--- config.mk ---
export PLATFORM = sky130hd
export DESIGN_NAME = lsu_addr_demux
export DESIGN_NICKNAME = d
export VERILOG_FILES = /design/src/rtl/lsu_addr_demux.sv
export SDC_FILE = /design/constraint.sdc
export NUM_CORES = 1
export LEC_CHECK = 0
export ABC_AREA = 1
export BUFFER_PORTS_ARGS = -buffer_cell sky130_fd_sc_hd__buf_2
export CAP_MARGIN = 20
export CORE_AREA = 2 2 129 131
export CTS_CLUSTER_DIAMETER = 40
export DETAILED_ROUTE_END_ITERATION = 8
export DIE_AREA = 0 0 131 133
export GPL_TIMING_DRIVEN = 0
export HOLD_SLACK_MARGIN = 0.05
export PLACE_DENSITY = 0.73
export RECOVER_POWER = 50
export SYNTH_ARGS = -nofsm -noshare
export SYNTH_HDL_FRONTEND = slang
export SYNTH_SLANG_ARGS = --single-unit
--- constraint.sdc ---
create_clock -name clk_i -period 1.9 [get_ports clk_i]
set_input_delay 0.38 -clock clk_i [delete_from_list [all_inputs] [get_ports clk_i]]
set_output_delay 0.38 -clock clk_i [all_outputs]
set_load 0.1 [all_outputs]
--- src/rtl/lsu_addr_demux.sv ---
// lsu_addr_demux: routes LSU requests to one of NUM_CH address windows (comb or sliced) and returns ack/rdata.
module lsu_addr_demux #(
  parameter int                        NUM_CH  = 2,
  parameter logic [NUM_CH-1:0][31:0]   CH_BASE = {32'h0009_0000, 32'h0001_0000},
  parameter logic [NUM_CH-1:0][31:0]   CH_END  = {32'h0009_ffff, 32'h0001_ffff},
  parameter logic [NUM_CH-1:0]         CH_REG  = 2'b10,
  parameter int                        TIMEOUT = 256
) (
  input  logic                  clk_i,
  input  logic                  rst_ni,
  input  logic                  i_lsu_req,
  input  logic                  i_lsu_we,
  input  logic [31:0]           i_lsu_addr,
  input  logic [31:0]           i_lsu_wdata,
  input  logic [3:0]            i_lsu_strb,
  input  logic [3:0]            i_lsu_amo,
  input  logic [1:0]            i_lsu_size,
  output logic                  o_lsu_ack,
  output logic                  o_lsu_error,
  output logic [31:0]           o_lsu_rdata,
  output logic [NUM_CH-1:0]     o_ch_req,
  output logic [NUM_CH-1:0]     o_ch_we,
  output logic [32*NUM_CH-1:0]  o_ch_addr,
  output logic [32*NUM_CH-1:0]  o_ch_wdata,
  output logic [4*NUM_CH-1:0]   o_ch_strb,
  output logic [4*NUM_CH-1:0]   o_ch_amo,
  output logic [2*NUM_CH-1:0]   o_ch_size,
  input  logic [NUM_CH-1:0]     i_ch_ack,
  input  logic [32*NUM_CH-1:0]  i_ch_rdata
);
  localparam int SW = NUM_CH > 1 ? $clog2(NUM_CH) : 1;
  localparam int TW = TIMEOUT > 0 ? $clog2(TIMEOUT + 1) : 1;
  typedef enum logic [1:0] {S_IDLE, S_WAIT, S_ERR} state_t;
  state_t        r_state, w_state_nxt;
  logic [SW-1:0] r_sel, w_hit_idx, w_cur;
  logic [TW-1:0] r_tmo;
  logic          w_hit, w_decode, w_ok, w_tmo, w_err;
  logic          r_sl_req, r_sl_we;
  logic [31:0]   r_sl_addr, r_sl_wdata;
  logic [3:0]    r_sl_strb, r_sl_amo;
  logic [1:0]    r_sl_size;
  // Descending scan so the lowest matching window wins on overlap.
  always_comb begin
    w_hit = 1'b0;
    w_hit_idx = '0;
    for (int k = NUM_CH - 1; k >= 0; k--)
      if (i_lsu_addr >= CH_BASE[k] && i_lsu_addr <= CH_END[k]) begin
        w_hit = 1'b1;
        w_hit_idx = SW'(k);
      end
  end
  assign w_decode = rst_ni && r_state == S_IDLE && i_lsu_req && w_hit;
  assign w_cur    = r_state == S_IDLE ? w_hit_idx : r_sel;
  assign w_ok     = i_ch_ack[w_cur] && (r_state == S_WAIT || (w_decode && !CH_REG[w_cur]));
  assign w_tmo    = TIMEOUT != 0 && r_state == S_WAIT && !w_ok && r_tmo == TW'(TIMEOUT - 1);
  assign w_err    = r_state == S_ERR || w_tmo;
  assign o_lsu_ack   = w_ok || w_err;
  assign o_lsu_error = w_err;
  assign o_lsu_rdata = w_ok ? i_ch_rdata[32*w_cur +: 32] : '0;
  assign w_state_nxt = r_state == S_IDLE ? (!i_lsu_req ? S_IDLE : !w_hit ? S_ERR : w_ok ? S_IDLE : S_WAIT)
                     : r_state == S_WAIT ? ((w_ok || w_tmo) ? S_IDLE : S_WAIT)
                     : S_IDLE;
  always_ff @(posedge clk_i or negedge rst_ni) begin
    if (!rst_ni) begin
      r_state    <= S_IDLE;
      r_sel      <= '0;
      r_tmo      <= '0;
      r_sl_req   <= 1'b0;
      r_sl_we    <= 1'b0;
      r_sl_addr  <= '0;
      r_sl_wdata <= '0;
      r_sl_strb  <= '0;
      r_sl_amo   <= '0;
      r_sl_size  <= '0;
    end else begin
      r_state <= w_state_nxt;
      if (w_decode) r_sel <= w_hit_idx;
      r_tmo <= (r_state != S_WAIT || w_state_nxt != S_WAIT) ? '0 : (&r_tmo ? r_tmo : r_tmo + 1'b1);
      if (w_decode && CH_REG[w_hit_idx]) begin
        r_sl_req   <= 1'b1;
        r_sl_we    <= i_lsu_we;
        r_sl_addr  <= i_lsu_addr;
        r_sl_wdata <= i_lsu_wdata;
        r_sl_strb  <= i_lsu_strb;
        r_sl_amo   <= i_lsu_amo;
        r_sl_size  <= i_lsu_size;
      end else if (r_state == S_WAIT && (w_ok || w_tmo)) begin
        r_sl_req <= 1'b0;
      end
    end
  end
  always_comb begin
    o_ch_req   = '0;
    o_ch_we    = '0;
    o_ch_addr  = '0;
    o_ch_wdata = '0;
    o_ch_strb  = '0;
    o_ch_amo   = '0;
    o_ch_size  = '0;
    for (int k = 0; k < NUM_CH; k++)
      if (!CH_REG[k] && w_cur == SW'(k) && (w_decode || r_state == S_WAIT)) begin
        o_ch_req[k]            = i_lsu_req;
        o_ch_we[k]             = i_lsu_we;
        o_ch_addr[32*k +: 32]  = i_lsu_addr;
        o_ch_wdata[32*k +: 32] = i_lsu_wdata;
        o_ch_strb[4*k +: 4]    = i_lsu_strb;
        o_ch_amo[4*k +: 4]     = i_lsu_amo;
        o_ch_size[2*k +: 2]    = i_lsu_size;
      end else if (CH_REG[k] && r_sl_req && r_sel == SW'(k)) begin
        o_ch_req[k]            = 1'b1;
        o_ch_we[k]             = r_sl_we;
        o_ch_addr[32*k +: 32]  = r_sl_addr;
        o_ch_wdata[32*k +: 32] = r_sl_wdata;
        o_ch_strb[4*k +: 4]    = r_sl_strb;
        o_ch_amo[4*k +: 4]     = r_sl_amo;
        o_ch_size[2*k +: 2]    = r_sl_size;
      end
  end
  a_req_held: assert property (@(posedge clk_i) disable iff (!rst_ni) r_state != S_IDLE |-> i_lsu_req);
endmodule

==> results_dict.tcl, run 1 <==
set metrics [dict create \
    cp-start-kind "register" \
    path_clk_slew_ns 0.07 \
    rsz0062_at_grt "true" \
    crit_required_ns 1.52 \
    rows 47 \
    grt_first_pass_wirelength_um 36300 \
    synth_warnings 0 \
    synth.avg_cell_area_um2 6.58 \
    n_fill_cell 947 \
    cp_common_cell "buf_12" \
    clock-sinks 88 \
    p_leak_nw 5.37 \
    syn_to_final_growth_pct 138 \
    synth_area_mm2 0.00512 \
    netlist_top_cells_count "inv_1 (182), nor2_1 (172), nand2_1 (169)" \
    drtIter0Drc 232 \
    skew_ns 0.00661 \
    fp.dieH_um 133 \
    worstSetupPathType "register to output port" \
    synthCells 778 \
    gp_congestion 0.800 \
    antenna_found_initial 0 \
    grt_pass1_vias 6995 \
    met1_length_um 8550 \
    cts-root-buf "clkbuf_16" \
    crit_fanout 10 \
    cts_tree "yes" \
    grt_max_degree 60 \
    netlist.area_leader.share 0.430 \
    ios 330 \
    drive_gt1_frac 0.558 \
    crit_chain "nor2_4, inv_2, nand2_2, nand2_4, inv_6, o21ai_4, buf_12, buf_12, nor2_4, buf_12" \
    netlist_top_cells_area "dfrtp_1 (43%), inv_1 (13%), nor2_1 (13%)" \
    dr_total_vias 6503 \
    tightest_slew_ns 0.838 \
    via_per_inst 4.70 \
    ant_nets 0 \
    max_stage_delay_ns 0.42 \
    port_buffers 329 \
    dr_wl_met3_um 1420 \
    routedWlPerCell_um 17.9 \
    seq_area_mm2 0.00220 \
    fin_nets 1306 \
    n_antenna_cell 0 \
    routed_wirelength_um 24800 \
    dr_wl_met2_um 13900 \
    h-tree-depth 3 \
    design.core.area_mm2 0.0162 \
    max_freq_ghz 0.392 \
    synth-edff-count 0 \
    synth_seq_cells 88 \
    top_layer "met4" \
    fin_util 0.753 \
    cts_buffer_depth 2 \
    yosysMostFrequentCell "inv_1" \
    hold-worst-slack_ns 0.335 \
    synth_nets 925 \
    synth_top_cell_by_area "dfrtp_1" \
    multi_input_area_mm2 0.00357 \
    die_x_um 131 \
    period_minus_slack_ns 2.55 \
    end_kind "output port" \
    violations "setup timing" \
    fin_crit_sh 1.34 \
    synth.distinct_cells 23 \
    vdd_drop_max_v 0.000455 \
    grt_overflow_total 0 \
    cap_viol_max_count 0 \
    finalHoldViolCount 0 \
    crit_slowest_cell "dfrtp_1" \
    yosysSeqAreaShare 0.430 \
    final-setup-viol-count 147 \
    maxSlewViolCount 0 \
    ys.flop_type "dfrtp_1" \
    slew_headroom 0.441 \
    clock_latency_ns 0.35 \
    cts_buffers 9 \
    drtPass1Iterations 5 \
    die_area_mm2 0.0174 \
    start_util 0.316 \
    worstPathArrival_ns 2.17 \
    hold_class "input port to register" \
    globalRouteTotalUtil 0.273 \
    p_per_area_mw_per_mm2 342 \
    dp_hpwl_um 14400 \
    setup_ws_ns -0.652 \
    status "finished with violations" \
    route.detailed.drc 0 \
    async_flop_share 1.00 \
]
==> logic make-up (layout without fill, tap and decap cells) <==
logic type               count (synthesis)  after routing  share of synthesized area
AND/OR/NAND/NOR                        361            362                      0.279
buffers and inverters                  222            607                      0.176
AO/OA/AOI/OAI                           99             99                     0.0983
flip-flops                              88             88                      0.430
XOR/XNOR                                 5              5                    0.00856
adder cells (fa/ha/maj)                  3              3                    0.00734
==> critical path, delay by kind of cell (launching register included) <==
kind | cells | cell delay [ns]
compound gates | 1 | 0.14
flops | 1 | 0.42
buf+inv | 5 | 0.72
simple gates | 4 | 0.53
==> placed cells by master, fill, tap and decap left out, types with 3 or more instances in the layout <==
cell type | synthesis | routed
nor2_4 | 3 | 134
dfrtp_1 | 88 | 87
o21ai_0 | 35 | 34
inv_2 | 1 | 4
o21ai_2 | 2 | 3
nand3_2 | 2 | 3
nand2_4 | 0 | 3
clkbuf_4 | 0 | 5
a21oi_4 | 0 | 32
buf_16 | 0 | 4
buf_6 | 8 | 27
buf_2 | 7 | 150
nand4_1 | 3 | 3
buf_4 | 0 | 30
nor2_1 | 172 | 12
nand2_2 | 2 | 7
buf_12 | 0 | 160
buf_8 | 0 | 11
xor2_1 | 5 | 5
nand2_1 | 169 | 161
inv_1 | 182 | 178
nor2_2 | 0 | 29
o21ai_1 | 29 | 27
clkbuf_2 | 0 | 6
clkbuf_16 | 0 | 16
==> power breakdown <==
part | switching [mW] | internal, mW
combinational | 0.284 | 0.163
sequential | 0.00176 | 1.87
clock | 0.808 | 1.04
total | 1.09 | 3.07
==> sequential cells by signal, summed over array words and instances (netlist names) <==
signal,cells
r_state,2
r_sl_addr,32
r_sl_req,1
r_sel,1
r_sl_we,1
r_sl_size,2
r_tmo,9
r_sl_wdata,32
r_sl_amo,4
r_sl_strb,4
==> worst paths after layout <==
| check | start | end | slack [ns] | depth (start not counted) |
|---|---|---|---|---|
| worst max-delay path | r_state[1] | o_ch_addr[0] | -0.65 | 10 |
| worst min-delay path | i_lsu_wdata[19] | r_sl_wdata[19] | 0.34 | 3 |
| worst min register to register | r_sl_addr[25] | r_sl_addr[25] | 0.47 | 2 |
| max in group asynchronous | rst_ni | r_sl_wdata[5] | 0.30 | 3 |
| worst max register to register | r_state[1] | r_sl_req | -0.01 | 13 |
| min in group asynchronous | rst_ni | r_sl_addr[24] | 0.98 | 3 |
==> repair_timing <==
action	4_1_cts	5_1_grt
pin swaps	13	5
setup buffers	21	7
hold buffers	3	0
setup endpoints to repair	187	268
hold endpoints to repair	29	0
gates resized for setup	696	61
gates cloned	7	2
==> layer usage <==
metal / up-vias / track usage
met4: 0 / 0.112
met5: - / 0
met2: 265 / 0.518
li1: 3034 / -
met3: 63 / 0.0675
met1: 3141 / 0.281
==> metrics by stage <==
step	setup WS [ns]	total power, mW	instances	setup TNS, ns	instance area [µm²]
floorplan	-0.503	2.09	778	-53.06	6690
global placement	-2.20	2.30	1327	-401.63	8610
detailed placement	-0.911	2.31	1328	-142.39	8640
CTS	-0.594	4.18	1375	-65.01	11900
global route	-0.730	4.31	1384	-84.47	12200
finish	-0.652	4.17	1384	-69.26	12200
==> area by class of cell <==
class,instances,area share
inverter,183,0.0568
tap,220,0.0226
clock inverter,7,0.00658
multi-input combinational,469,0.294
sequential,88,0.181
buffer,39,0.0412
clock buffer,9,0.0185
timing repair buffer,369,0.380
No activity file was read; power rests on OpenSTA's default activity.
==> run 2, diff against run 1 <==
Settings changed: SETUP_SLACK_MARGIN set to 0.2.
==> run 2 against run 1 <==
  * The flow finishes with violations (capacitance limit, slew limit, setup timing)
  * Largest cell class unchanged
  * Cell count up 2.6%
  * Sequential share of layout area fell by 1.6 points
  * Sequential power is essentially flat
  * Worst hold slack improved by 0.014 ns
==> results_dict.tcl, run 2 (same netlist as run 1, synthesis figures left out) <==
set metrics [dict create \
    status "finished with violations" \
    violations "capacitance limit, slew limit, setup timing" \
    max_stage_delay_ns 0.41 \
    grt_overflow_total 0 \
    hold_class "input port to register" \
    drive_gt1_frac 0.579 \
    h-tree-depth 3 \
    maxSlewViolCount 65 \
    n_fill_cell 778 \
    n_antenna_cell 0 \
    dp_hpwl_um 14300 \
    grt_max_degree 65 \
    crit_fanout 5 \
    cp_num_cells 11 \
    slew_headroom -0.132 \
    syn_to_final_growth_pct 161 \
    cts_tree "yes" \
    hold-worst-slack_ns 0.349 \
    post-place-ws_ns -0.948 \
    skew_ns 0.0136 \
    die_x_um 131 \
    fp.dieH_um 133 \
    ios 330 \
    clock_latency_ns 0.35 \
    final_common_cell "buf_12" \
    worstPathArrival_ns 2.19 \
    cp.buffers_inverters 4 \
    globalRouteTotalUtil 0.300 \
    dpl_cell_area_mm2 0.00870 \
    rows 47 \
    cts_buffers 9 \
    ant_nets 0 \
    routed_wirelength_um 30400 \
    start_util 0.316 \
    drtPass1Iterations 5 \
    final-setup-viol-count 204 \
    cts_buffer_depth 2 \
    rsz0062_at_grt "true" \
    crit_family "buffers and inverters" \
    end_kind "output port" \
    p_per_area_mw_per_mm2 336 \
    dr_total_vias 7102 \
    worstSetupPathType "register to output port" \
    path_clk_slew_ns 0.08 \
    hold_path_depth 3 \
    crit_required_ns 1.52 \
    fin_crit_sh 1.35 \
    cp-start-kind "register" \
    cp_common_cell "nand2_4" \
    reg2reg_depth 13 \
    p_leak_nw 5.76 \
    final_area_mm2 0.0133 \
    drtIter0Drc 336 \
    crit_slowest_cell "dfrtp_1" \
    cts-root-buf "clkbuf_16" \
    antenna_found_initial 1 \
    use_met3 0.0797 \
    crit_chain "nor2_4, nand3_2, nand2_4, buf_6, nand2_4, o21ai_4, nand2_4, buf_12, buf_16, a21oi_4, buf_12" \
    busiest_layer "met2" \
    cap_viol_max_count 1 \
    gp_congestion 0.832 \
    port_buffers 329 \
    layout_common_cells "buf_12 (196), inv_1 (176), nor2_4 (160)" \
    use_met1 0.307 \
    met2_usage 0.553 \
    vdd_drop_max_v 0.000503 \
    clock-sinks 88 \
    route.detailed.drc 0 \
    die_area_mm2 0.0174 \
    grt_pass1_vias 7438 \
    finalHoldViolCount 0 \
    max_freq_ghz 0.389 \
    period_minus_slack_ns 2.57 \
    design.core.area_mm2 0.0162 \
    grt_first_pass_wirelength_um 39700 \
    routedWlPerCell_um 21.4 \
    setup_ws_ns -0.673 \
    tightest_slew_ns 1.70 \
    reg_top3 "r_sl_addr x32, r_sl_wdata x32, r_tmo x9" \
    power_mw 4.48 \
    fin_nets 1343 \
    via_per_inst 5.00 \
]
run 2: changes by cell type in the layout (fill, tap and decap cells not counted), moves of 9 or more:
cell     previous run  this run
buf_16              4        13
nor2_4            134       160
o21ai_1            27        38
buf_12            160       196
nor2_2             29         6
o21ai_0            34        21
buf_4              30        41
run 2: repair_timing:
item	in CTS	in global routing
endpoints found under the setup margin	273	273
cloned	10	10
pin swaps	16	19
gates resized for setup	711	241
hold buffers	1	0
buffers inserted	33	23
hold endpoints to repair	24	0
run 2: path summary, 6_finish.rpt:
check	from	to	slack [ns]
max	r_state[1]	o_lsu_rdata[13]	-0.67
min reg2reg	r_sl_addr[17]	r_sl_addr[17]	0.47
max reg2reg	r_tmo[1]	r_sl_req	-0.11
max in group asynchronous	rst_ni	r_sl_we	0.25
min in group asynchronous	rst_ni	r_sl_addr[25]	0.50
min	i_lsu_addr[11]	r_sl_addr[11]	0.35
run 2: final cells by class:
type / instances / area, µm² / share of cell area
inverters: 183 / 696 / 0.0521
multi-input cells: 469 / 3760 / 0.282
clock inverters: 6 / 118 / 0.00881
well taps: 220 / 275 / 0.0206
plain buffers: 38 / 646 / 0.0484
clock buffers: 9 / 225 / 0.0169
flip-flops and latches: 88 / 2200 / 0.165
repair buffers: 407 / 5420 / 0.406
run 2: through the flow:
stage	cells	util	TNS (ns)
5_1_grt	1420	0.825	-96.25
2_1_floorplan	778	-	-59.13
3_3_place_gp	1327	0.536	-385.38
6_report	1420	0.825	-77.44
3_5_place_dp	1328	0.538	-121.10
4_1_cts	1387	0.757	-70.14
run 2: power by group:
group          total [mW]  switching, mW  internal (mW)
Clock                2.14          0.848           1.29
Combinational       0.465          0.295          0.170
Sequential           1.87        0.00162           1.87
run 2: metal layers:
| layer | wire length, µm | vias to the layer above | part of all wire |
|---|---|---|---|
| li1 | - | 3102 | - |
| met1 | 9910 | 3429 | 0.33 |
| met2 | 16400 | 443 | 0.54 |
| met3 | 2400 | 126 | 0.079 |
| met4 | 1680 | 2 | 0.055 |
| met5 | 10 | - | 0.00033 |
run 2: worst min-delay path, stage by stage:
cell and delay (ns):
buf_2 0.08, inv_1 0.06, o21ai_1 0.14
